===== src/rtl/dcache_pkg.sv =====
// Shared types and AXI constants for the data-cache writeback engine.
// The cache geometry (CACHE_B = log2 of line bytes) fixes the default line size.
package dcache_pkg;

  localparam int CACHE_B    = 4;
  localparam int LINE_WORDS = 2 ** (CACHE_B - 2);

  localparam logic [1:0] BURST_INCR = 2'b01;
  localparam logic [2:0] SIZE_WORD  = 3'b010;
  localparam logic [1:0] RESP_OKAY  = 2'b00;

  typedef enum logic [1:0] {
    IDLE = 2'd0,
    ADDR = 2'd1,
    DATA = 2'd2,
    RESP = 2'd3
  } wb_state_t;

endpackage


===== src/rtl/dcache_writeback_if.sv =====
// Bundle of the cache-side writeback request and the AXI write channels.
// Modport master is the writeback engine (AXI master); slave is its environment.
interface dcache_writeback_if #(
  parameter int LINE_WORDS = 4,
  parameter int ADDR_WIDTH = 32
);

  // Every channel transfers on a rising clk edge where its valid and ready are
  // both high; a valid, once raised, holds its payload until that transfer.
  logic                         wb_req;
  logic [ADDR_WIDTH-1:0]        wb_addr;
  logic [LINE_WORDS*32-1:0]     wb_line;
  logic                         wb_ready;
  logic                         wb_done;
  logic                         wb_err;

  logic [ADDR_WIDTH-1:0]        awaddr;
  logic [7:0]                   awlen;
  logic [2:0]                   awsize;
  logic [1:0]                   awburst;
  logic                         awvalid;
  logic                         awready;

  logic [31:0]                  wdata;
  logic [3:0]                   wstrb;
  logic                         wlast;
  logic                         wvalid;
  logic                         wready;

  logic [1:0]                   bresp;
  logic                         bvalid;
  logic                         bready;

  modport master (
    input  wb_req, wb_addr, wb_line, awready, wready, bresp, bvalid,
    output wb_ready, wb_done, wb_err,
    output awaddr, awlen, awsize, awburst, awvalid,
    output wdata, wstrb, wlast, wvalid, bready
  );

  modport slave (
    output wb_req, wb_addr, wb_line, awready, wready, bresp, bvalid,
    input  wb_ready, wb_done, wb_err,
    input  awaddr, awlen, awsize, awburst, awvalid,
    input  wdata, wstrb, wlast, wvalid, bready
  );

endinterface


===== src/rtl/dcache_writeback.sv =====
// Writes one captured dirty cache line to memory as a single AXI INCR burst.
// All AXI outputs decode from registered state only, so no ready/valid input reaches an output.
module dcache_writeback #(
  parameter int LINE_WORDS = dcache_pkg::LINE_WORDS,
  parameter int ADDR_WIDTH = 32
) (
  input  logic                  clk,
  input  logic                  reset,
  dcache_writeback_if.master    bus,
  output dcache_pkg::wb_state_t dbg_state
);

  import dcache_pkg::*;

  localparam int BEAT_W = (LINE_WORDS > 1) ? $clog2(LINE_WORDS) : 1;
  localparam logic [BEAT_W-1:0]     LAST_BEAT = BEAT_W'(LINE_WORDS - 1);
  localparam logic [ADDR_WIDTH-1:0] OFFS_MASK = ADDR_WIDTH'(LINE_WORDS * 4 - 1);

  wb_state_t                state_q, state_d;
  logic [BEAT_W-1:0]        beat_q;
  logic [ADDR_WIDTH-1:0]    addr_q;
  logic [LINE_WORDS*32-1:0] line_q;
  logic                     done_q;
  logic                     err_q;

  logic accept, aw_hs, w_hs, b_hs;

  assign accept = bus.wb_req  & bus.wb_ready;
  assign aw_hs  = bus.awvalid & bus.awready;
  assign w_hs   = bus.wvalid  & bus.wready;
  assign b_hs   = bus.bvalid  & bus.bready;

  always_ff @(posedge clk or posedge reset) begin
    if (reset) state_q <= IDLE;
    else       state_q <= state_d;
  end

  always_comb begin
    state_d = state_q;
    case (state_q)
      IDLE:    if (accept) state_d = ADDR;
      ADDR:    if (aw_hs) state_d = DATA;
      DATA:    if (w_hs && bus.wlast) state_d = RESP;
      RESP:    if (b_hs) state_d = IDLE;
      default: state_d = IDLE;
    endcase
  end

  // Line and address are snapshotted at acceptance; the cache may reuse the way afterwards.
  always_ff @(posedge clk or posedge reset) begin
    if (reset) begin
      beat_q <= '0;
      addr_q <= '0;
      line_q <= '0;
      done_q <= 1'b0;
      err_q  <= 1'b0;
    end else begin
      if (accept) begin
        addr_q <= bus.wb_addr & ~OFFS_MASK;
        line_q <= bus.wb_line;
        beat_q <= '0;
      end else if (w_hs) begin
        beat_q <= beat_q + 1'b1;
      end
      done_q <= b_hs;
      err_q  <= b_hs && (bus.bresp != RESP_OKAY);
    end
  end

  assign bus.wb_ready = (state_q == IDLE);
  assign bus.wb_done  = done_q;
  assign bus.wb_err   = err_q;

  assign bus.awaddr   = addr_q;
  assign bus.awlen    = 8'(LINE_WORDS - 1);
  assign bus.awsize   = SIZE_WORD;
  assign bus.awburst  = BURST_INCR;
  assign bus.awvalid  = (state_q == ADDR);

  assign bus.wdata    = line_q[32*beat_q +: 32];
  assign bus.wstrb    = 4'hF;
  assign bus.wlast    = (state_q == DATA) && (beat_q == LAST_BEAT);
  assign bus.wvalid   = (state_q == DATA);

  assign bus.bready   = (state_q == RESP);

  assign dbg_state    = state_q;

endmodule


===== src/flat_wrapper.sv =====
// flat-port wrapper written by rule: the top's interface ports become plain ports
module dcache_writeback_flat import dcache_pkg::*;
#(
  parameter int LINE_WORDS = dcache_pkg::LINE_WORDS,
  parameter int ADDR_WIDTH = 32
)
  (clk, reset, dbg_state, bus_wb_req, bus_wb_addr, bus_wb_line, bus_awready, bus_wready, bus_bresp, bus_bvalid, bus_wb_ready, bus_wb_done, bus_wb_err, bus_awaddr, bus_awlen, bus_awsize, bus_awburst, bus_awvalid, bus_wdata, bus_wstrb, bus_wlast, bus_wvalid, bus_bready);
  dcache_writeback_if #(.LINE_WORDS(LINE_WORDS), .ADDR_WIDTH(ADDR_WIDTH)) bus_i ();
  input  logic clk;
  input  logic reset;
  output dcache_pkg::wb_state_t dbg_state;
  input wire logic [$bits(bus_i.wb_req)-1:0] bus_wb_req;
  input wire logic [$bits(bus_i.wb_addr)-1:0] bus_wb_addr;
  input wire logic [$bits(bus_i.wb_line)-1:0] bus_wb_line;
  input wire logic [$bits(bus_i.awready)-1:0] bus_awready;
  input wire logic [$bits(bus_i.wready)-1:0] bus_wready;
  input wire logic [$bits(bus_i.bresp)-1:0] bus_bresp;
  input wire logic [$bits(bus_i.bvalid)-1:0] bus_bvalid;
  output wire logic [$bits(bus_i.wb_ready)-1:0] bus_wb_ready;
  output wire logic [$bits(bus_i.wb_done)-1:0] bus_wb_done;
  output wire logic [$bits(bus_i.wb_err)-1:0] bus_wb_err;
  output wire logic [$bits(bus_i.awaddr)-1:0] bus_awaddr;
  output wire logic [$bits(bus_i.awlen)-1:0] bus_awlen;
  output wire logic [$bits(bus_i.awsize)-1:0] bus_awsize;
  output wire logic [$bits(bus_i.awburst)-1:0] bus_awburst;
  output wire logic [$bits(bus_i.awvalid)-1:0] bus_awvalid;
  output wire logic [$bits(bus_i.wdata)-1:0] bus_wdata;
  output wire logic [$bits(bus_i.wstrb)-1:0] bus_wstrb;
  output wire logic [$bits(bus_i.wlast)-1:0] bus_wlast;
  output wire logic [$bits(bus_i.wvalid)-1:0] bus_wvalid;
  output wire logic [$bits(bus_i.bready)-1:0] bus_bready;
  assign bus_i.wb_req = bus_wb_req;
  assign bus_i.wb_addr = bus_wb_addr;
  assign bus_i.wb_line = bus_wb_line;
  assign bus_i.awready = bus_awready;
  assign bus_i.wready = bus_wready;
  assign bus_i.bresp = bus_bresp;
  assign bus_i.bvalid = bus_bvalid;
  assign bus_wb_ready = bus_i.wb_ready;
  assign bus_wb_done = bus_i.wb_done;
  assign bus_wb_err = bus_i.wb_err;
  assign bus_awaddr = bus_i.awaddr;
  assign bus_awlen = bus_i.awlen;
  assign bus_awsize = bus_i.awsize;
  assign bus_awburst = bus_i.awburst;
  assign bus_awvalid = bus_i.awvalid;
  assign bus_wdata = bus_i.wdata;
  assign bus_wstrb = bus_i.wstrb;
  assign bus_wlast = bus_i.wlast;
  assign bus_wvalid = bus_i.wvalid;
  assign bus_bready = bus_i.bready;
  dcache_writeback #(.LINE_WORDS(LINE_WORDS), .ADDR_WIDTH(ADDR_WIDTH)) u_core (.clk(clk), .reset(reset), .bus(bus_i), .dbg_state(dbg_state));
endmodule

===== config.mk =====
export PLATFORM = sky130hd
export DESIGN_NAME = dcache_writeback_flat
export DESIGN_NICKNAME = d
export VERILOG_FILES = /design/src/rtl/dcache_pkg.sv /design/src/rtl/dcache_writeback_if.sv /design/src/rtl/dcache_writeback.sv /design/src/flat_wrapper.sv
export SDC_FILE = /design/constraint.sdc
export NUM_CORES = 1
export LEC_CHECK = 0
export CAP_MARGIN = 5
export CELL_PAD_IN_SITES_DETAIL_PLACEMENT = 0
export CELL_PAD_IN_SITES_GLOBAL_PLACEMENT = 1
export CORE_UTILIZATION = 36
export DETAILED_ROUTE_END_ITERATION = 16
export GPL_TIMING_DRIVEN = 0
export PLACE_DENSITY = 0.84
export SYNTH_ARGS = -nofsm -noshare
export SYNTH_HDL_FRONTEND = slang
export SYNTH_SLANG_ARGS = --single-unit

===== constraint.sdc =====
create_clock -name clk -period 7.85 [get_ports clk]
set_input_delay 1.9625 -clock clk [delete_from_list [all_inputs] [get_ports clk]]
set_output_delay 1.9625 -clock clk [all_outputs]
set_load 0.005 [all_outputs]

## Word level (Yosys, flattened, before mapping)

Index checks and enable logic that the tools add are counted.
W data, S select, Z words.

| storage, ports and cells | value |
|---|---|
| ROM bits | 0 |
| bits in registers | 162 |
| output and inout bits | 90 |
| memories kept | 0 |
| logic and storage cells | 34 |
| RAM bits | 0 |
| input port bits | 168 |
| latch bits | 0 |

| cells by class | value |
|---|---|
| bitwise gates (word level) | 4 |
| magnitude comparators | 0 |
| add/subtract/negate cells | 1 |
| multiplexer cells | 7 |
| divide/modulo/power cells | 0 |
| equality and inequality tests | 8 |
| multiply operators | 0 |
| reduce and logical (&&, ||, !) cells | 7 |
| shift operators | 1 |

Operators by type and width:

| kind | number |
|---|---|
| $shiftx A128 B8 Y32 | 1 |
| $mux W2 | 6 |
| $ne A2 B2 Y1 const B | 4 |
| $pmux W2 S4 | 1 |
| $eq A2 B2 Y1 const B | 3 |
| $and A1 B1 Y1 | 4 |
| $reduce_and A4 Y1 | 1 |
| $reduce_bool A2 Y1 | 2 |
| $logic_and A1 B1 Y1 | 3 |
| $add A2 B1 Y2 const B | 1 |
| $eq A2 B1 Y1 const B | 1 |
| $logic_not A2 Y1 | 1 |

## Logic depth before layout (Yosys ltp)

Gate-level depths: netlist of run 1.

| depth | value |
|---|---|
| word-level depth | 5 |
| depth in mapped cells | 6 |
| mapped depth without buffers | 5 |

## Worst setup path after synthesis of run 1

No wires, ideal clock.

| timing path | value |
|---|---|
| kind | reg2out |
| start | reg u_core.beat_q[0] |
| end | out bus_wdata[30] |
| path slack | 4.667 ns |
| data arrival time | 1.220 ns |
| cell stages (with the launch flop) | 4 |
| cells stage by stage | dfrtp_1 -> buf_2 -> buf_4 -> mux4_2 |

| between the ends | value |
|---|---|
| longest elaborated chain between the ends | 1 |

RTL lines:

| item | line | source |
|---|---|---|
| start, declared | dcache_writeback.sv:20 | `logic [BEAT_W-1:0] beat_q;` |
| start signal, assigned | dcache_writeback.sv:63 | `beat_q <= beat_q + 1'b1;` |
| $shiftx A128 B8 Y32 | dcache_writeback.sv:80 | `assign bus.wdata = line_q[32*beat_q +: 32];` |
| end, declared | flat_wrapper.sv:27 | `output wire logic [$bits(bus_i.wdata)-1:0] bus_wdata;` |

Every way passes these cells.

## Final worst setup path of run 1

| timing path | value |
|---|---|
| start | reg u_core.beat_q[1] |
| end | out bus_wdata[26] |

The elaborated chain is that of the path after synthesis.

==> flow_summary.toml, run 1 <==
[sta]
tightest_slew_ps = 683
fmax_mhz = 232
maxSlewViolCount = 0
hold_violations = 0
rsz0062_at_grt = "false"
setup_viol = 0
skew_ps = 7.69
max-slew-margin-rel = 0.545
finalWorstSetupSlack_ps = 3540
period_share = 0.549
period_needed_ps = 4310

[worst_setup_path]
setup.worst_path.class = "flip-flop to output pin"
path_buf_inv = 4
crit_path_max_fanout = 10
slowest_delay_ps = 530
critical_path_arrival_ps = 2350
startpoint_type = "flip-flop"
required_ps = 5890
crit_path_cell_trace = "buf_4, buf_6, buf_2, mux4_2, clkdlybuf4s50_1"
crit_slowest_cell = "clkdlybuf4s50_1"
crit_family = "buffers and inverters"
cp-end-kind = "output pin"

[clock_tree]
post_cts_buffers = 0
cts_sinks = 162
htreeDepth = 4
cts_hold_buf = 0
cts-root-buf = "clkbuf_16"
cts_buffers = 17
cts_resized = 0
cts_tree = "done"
cts.clk_slew.worst_paths_ps = 60
clk-insertion-delay-late_ps = 420
clockBufferDepth = 2

[synthesis]
yosysUniqueCellTypes = 20
seq_area_frac_synth = 0.566
yosysWarnings = 0
netlist.area_leader.share = 0.566
postSynthCellCount = 424
ys_seq_elements = 162
syn_area_um2 = 7160
yosys.area.top_type = "dfrtp_1"
synth_area_leaders = "dfrtp_1 57%, mux2_2 25%, mux4_2 10%, buf_6 2.7%, buf_4 2.6%"
avgSynthCellArea_um2 = 16.9

[floorplanning]
rows = 51
die_h_um = 143
dieArea_um2 = 20500
core_um2 = 19500
start_util = 0.368
ioPinCount = 258
fp.dieW_um = 143

[placed_design]
placement.io_buffers = 232
place_congestion = 0.737
post-dp-hpwl_um = 13100
post-place-ws_ps = 3930
placed_cell_area_um2 = 9920

[global_routing]
grt_max_degree = 92
use_met2 = 0.306
gr-usage-all-layers = 0.179
antenna_found_initial = 1
grt.busiest_layer = "met2"
globalRouteMet3Util = 0.0493
grt.overflow.total = 0
grt_pass1_wl_um = 27100
use_met1 = 0.220
grt_pass1_vias = 4931

[min_path]
holdCritPathClass = "flip-flop to flip-flop"

[power_and_ir_drop]
power.leakage_uw = 0.00442
powerDensity_nw_per_um2 = 386
peakVddDrop_uv = 189

[job]
cap_violations = 0

[layout]
final_nets = 869
drive_gt1_frac = 0.380
final_area_um2 = 10600
area_growth_pct = 47.4
nFillCells = 1582

[drt]
drt_iter0_drc = 127
drcViolationCount = 0
vias = 4557
via_per_inst = 4.68
drt_first_pass_iters = 4
routed_wirelength_um = 17800
detail-route-antenna-nets = 0
wl_per_cell_um = 18.3

[outcome]
status = "finished, final reports clean"
-- report_power, final --
part	switching (uW)	total [uW]	internal (uW)
Sequential	208	1470	1260
Clock	340	879	539
Combinational	559	1730	1170
-- placed cells by master (no fill, tap or decap), types with 2 or more instances in the layout --
| master | n |
|---|---|
| buf_6 | 17 |
| buf_4 | 25 |
| bufinv_16 | 3 |
| conb_1 | 21 |
| mux4_2 | 32 |
| clkbuf_16 | 17 |
| mux2_2 | 157 |
| ha_1 | 6 |
| clkdlybuf4s50_1 | 232 |
| buf_2 | 4 |
| inv_1 | 2 |
| a21oi_1 | 2 |
| and2_1 | 2 |
| nor2b_1 | 2 |
| inv_6 | 4 |
| clkbuf_8 | 4 |
| nand2_1 | 3 |
| dfrtp_1 | 162 |
| clkinv_4 | 2 |
-- flip-flops by register name (all words and copies together), names as in the netlist --
register,flops
u_core.bus.awaddr,28
u_core.beat_q,2
u_core.line_q,128
u_core.bus.wb_err,1
u_core.dbg_state,2
u_core.bus.wb_done,1
-- metal layers --
metal | routed length (um) | vias up
met5 | 0 | -
met4 | 180 | 0
met3 | 1180 | 13
met2 | 9170 | 141
met1 | 7270 | 2368
li1 | - | 2035
-- worst reg2reg max path, stage by stage (launching register included) --
cell and delay (ps):
dfrtp_1 430, inv_1 110, ha_1 280, nand2_1 130, buf_4 260, buf_6 210
mux2_2 360
-- through the flow --
step,hold slack (ps),std cells,util,power [uW],TNS (ps)
2_1_floorplan,474,443,-,2420,0
3_3_place_gp,482,940,0.508,3160,-80270
3_5_place_dp,487,941,0.510,3240,0
4_1_cts,502,973,0.542,4140,0
5_1_grt,517,973,0.542,4320,0
6_report,501,974,0.542,4080,0
-- worst paths after layout --
check / slack, ps / start / cells past startpoint / end
min in group asynchronous: 2020 / reset / 2 / u_core.bus.awaddr[21]$_DFFE_PP0P_
max in group asynchronous: 4950 / reset / 3 / u_core.line_q[106]$_DFFE_PP0P_
worst min-delay path: 500 / u_core.line_q[32]$_DFFE_PP0P_ / 1 / u_core.line_q[32]$_DFFE_PP0P_
worst max-delay path: 3540 / u_core.beat_q[1]$_DFFE_PP0P_ / 5 / bus_wdata[26]
worst max register to register: 5960 / u_core.dbg_state[0]$_DFFE_PP0P_ / 6 / u_core.line_q[51]$_DFFE_PP0P_
worst min register to register: 500 / u_core.line_q[32]$_DFFE_PP0P_ / 1 / u_core.line_q[32]$_DFFE_PP0P_
-- area by class of cell --
| cell class | count | area, um2 | area share |
|---|---|---|---|
| inverters | 3 | 16.3 | 0.00154 |
| plain buffers | 46 | 399 | 0.0378 |
| clock buffers | 22 | 484 | 0.0459 |
| clock inverters | 10 | 146 | 0.0139 |
| multi-input cells | 232 | 2770 | 0.262 |
| flip-flops and latches | 162 | 4050 | 0.384 |
| repair buffers | 233 | 2350 | 0.223 |
| diodes | 1 | 2.50 | 0.000237 |
| well taps | 265 | 332 | 0.0314 |
-- cells by family (layout without fill, tap and decap cells) --
kind of cell | Yosys count | after routing | synth area share
mux | 190 | 190 | 0.349
other cells | 2 | 22 | 0.00105
fa+ha+maj | 6 | 6 | 0.0105
flops | 162 | 162 | 0.566
compound gates | 5 | 5 | 0.00769
buf+inv | 49 | 314 | 0.0573
xor+xnor | 1 | 1 | 0.00122
simple gates | 9 | 9 | 0.00699
-- synth_stat cells, drive strengths merged --
cell type / number
dfrtp: 162
mux2: 157
buf: 46
mux4: 32
ha: 6
inv: 3
nand2: 3
a21oi: 2
and2: 2
conb: 2
nor2b: 2
a2111oi: 1
and2b: 1
mux2i: 1
o21a: 1
o32a: 1
or3: 1
xor2: 1
Power figures use the tool's default switching activity.
==> run 2: changes to the inputs <==
- CORE_UTILIZATION: 36 -> 33
- PLACE_DENSITY: 0.84 -> 0.81
- clock period: 7.85 -> 3.9 ns (I/O delays scaled with it)
==> flow_summary.toml, run 2 (same netlist as run 1, synthesis figures left out) <==
[outcome]
status = "finished, final reports clean"

[global_routing]
grt_pass1_wl_um = 28300
gr-usage-all-layers = 0.170
grt_max_degree = 44
grt_pass1_vias = 5189
grt.overflow.total = 0
antenna_found_initial = 0

[drt]
drcViolationCount = 0
vias = 4546
drt_first_pass_iters = 4
detail-route-antenna-nets = 0
wl_per_cell_um = 18.2
routed_wirelength_um = 17900
via_per_inst = 4.62
drt_iter0_drc = 137

[layout]
finalNonFillerCells = 985
layout_commonest_cell = "clkdlybuf4s50_1"
largest_reg_flops = 128
area_growth_pct = 47.5
final_nets = 872
drive_gt1_frac = 0.379
n_antenna_cell = 0
layout_common_cells = "232 x clkdlybuf4s50_1, 162 x dfrtp_1, 157 x mux2_2"
top_register = "u_core.line_q"

[placed_design]
dp.cells = 954
post-dp-hpwl_um = 13200
place_congestion = 0.763
placement.io_buffers = 232
post-place-ws_ps = 989

[clock_tree]
clockBufferDepth = 2
htreeDepth = 4
cts-root-buf = "clkbuf_16"
cts_sinks = 162
cts.clk_slew.worst_paths_ps = 60
clk-insertion-delay-late_ps = 420
cts_buffers = 17
cts_tree = "done"
post_cts_buffers = 0
cts_resized = 0
cts_hold_buf = 0

[power_and_ir_drop]
switching_power_uw = 2210
intPower_uw = 5890
power.leakage_uw = 0.00441
pwr-share-seq = 0.366
peakVddDrop_uv = 353
p_sw_frac = 0.273
p_comb_frac = 0.430
pwr-share-clk = 0.204
powerDensity_nw_per_um2 = 768

[sta]
period_needed_ps = 3320
finalWorstSetupSlack_ps = 582
tns_ps = 0
skew_ps = 7.67
fmax_mhz = 301
worst_hold_slack_ps = 500
rsz0062_at_grt = "false"
setup_viol = 0
period_share = 0.851
maxSlewViolCount = 0
hold_violations = 0

[worst_setup_path]
crit_start = "u_core.beat_q[1]$_DFFE_PP0P_"
crit_path_cell_trace = "buf_4, buf_6, buf_2, mux4_2, clkdlybuf4s50_1"
critical_path_arrival_ps = 2340
rrSetupSlack_ps = 2030
crit_path_max_fanout = 10
cp-end-kind = "output pin"
slowest_delay_ps = 490
startpoint_type = "flip-flop"
crit_slowest_cell = "clkdlybuf4s50_1"
setup.worst_path.class = "flip-flop to output pin"
required_ps = 2920
r2r-start = "u_core.dbg_state[0]$_DFFE_PP0P_"

[floorplanning]
ioPinCount = 258
core_um2 = 21200
rows = 53
die_h_um = 149
dieArea_um2 = 22300
fp.dieW_um = 149
start_util = 0.338

[min_path]
hp-start = "u_core.line_q[32]$_DFFE_PP0P_"
holdCritPathClass = "flip-flop to flip-flop"

[job]
cap_violations = 0
## run 2: metal layers
layer  wire (um)  share of wire  track usage  vias to the layer above
met3         971          0.054       0.0474                       17
met5           0              0            0                        -
met2        9180           0.51        0.283                      148
met1        7490           0.42        0.212                     2329
met4         245          0.014       0.0541                        0
li1            -              -            -                     2052
## run 2: power groups by stage
stage / sequential [uW] / combinational, uW / clock [uW]
finish: 2960 / 3490 / 1660
global route: 3080 / 3760 / 1790
CTS: 2970 / 3560 / 1720
detailed placement: 3000 / 3540 / 0
global placement: 2930 / 3440 / 0
floorplan: 2860 / 2010 / 0
## run 2: through the flow
| step | instance area (um2) | utilization | power [uW] |
|---|---|---|---|
| after CTS | 10600 | 0.499 | 8250 |
| after floorplan | 7230 | - | 4870 |
| final | 10600 | 0.499 | 8110 |
| after global routing | 10600 | 0.499 | 8620 |
| after detailed placement | 9980 | 0.472 | 6530 |
| after global placement | 9900 | 0.468 | 6370 |
## run 2: path summary, 6_finish.rpt
check	endpoint	cells after the start
worst max-delay path	bus_wdata[22]	5
min in group asynchronous	u_core.bus.awaddr[9]$_DFFE_PP0P_	2
max in group asynchronous	u_core.line_q[98]$_DFFE_PP0P_	4
worst min-delay path	u_core.line_q[32]$_DFFE_PP0P_	1
worst min register to register	u_core.line_q[32]$_DFFE_PP0P_	1
worst max register to register	u_core.line_q[54]$_DFFE_PP0P_	6
## run 2: layout make-up
class / count / area [um2]
Sequential cell: 162 / 4050
Inverter: 3 / 15.0
Tap cell: 275 / 344
Buffer: 46 / 399
Timing Repair Buffer: 236 / 2400
Fill cell: 1832 / 10600
Multi-Input combinational cell: 232 / 2770
Clock buffer: 23 / 478
Clock inverter: 8 / 103
## run 2: critical path: cells and delay by family (launching register included)
kind                   cells  cell delay [ps]
buffers and inverters      4             1210
DFF                        1              350
muxes                      1              360
==> run 3: changes to the inputs <==
- CAP_MARGIN: 5 -> unset
==> results of run 3 <==
Final layout, timing and power as in run 2 (identical DEF).
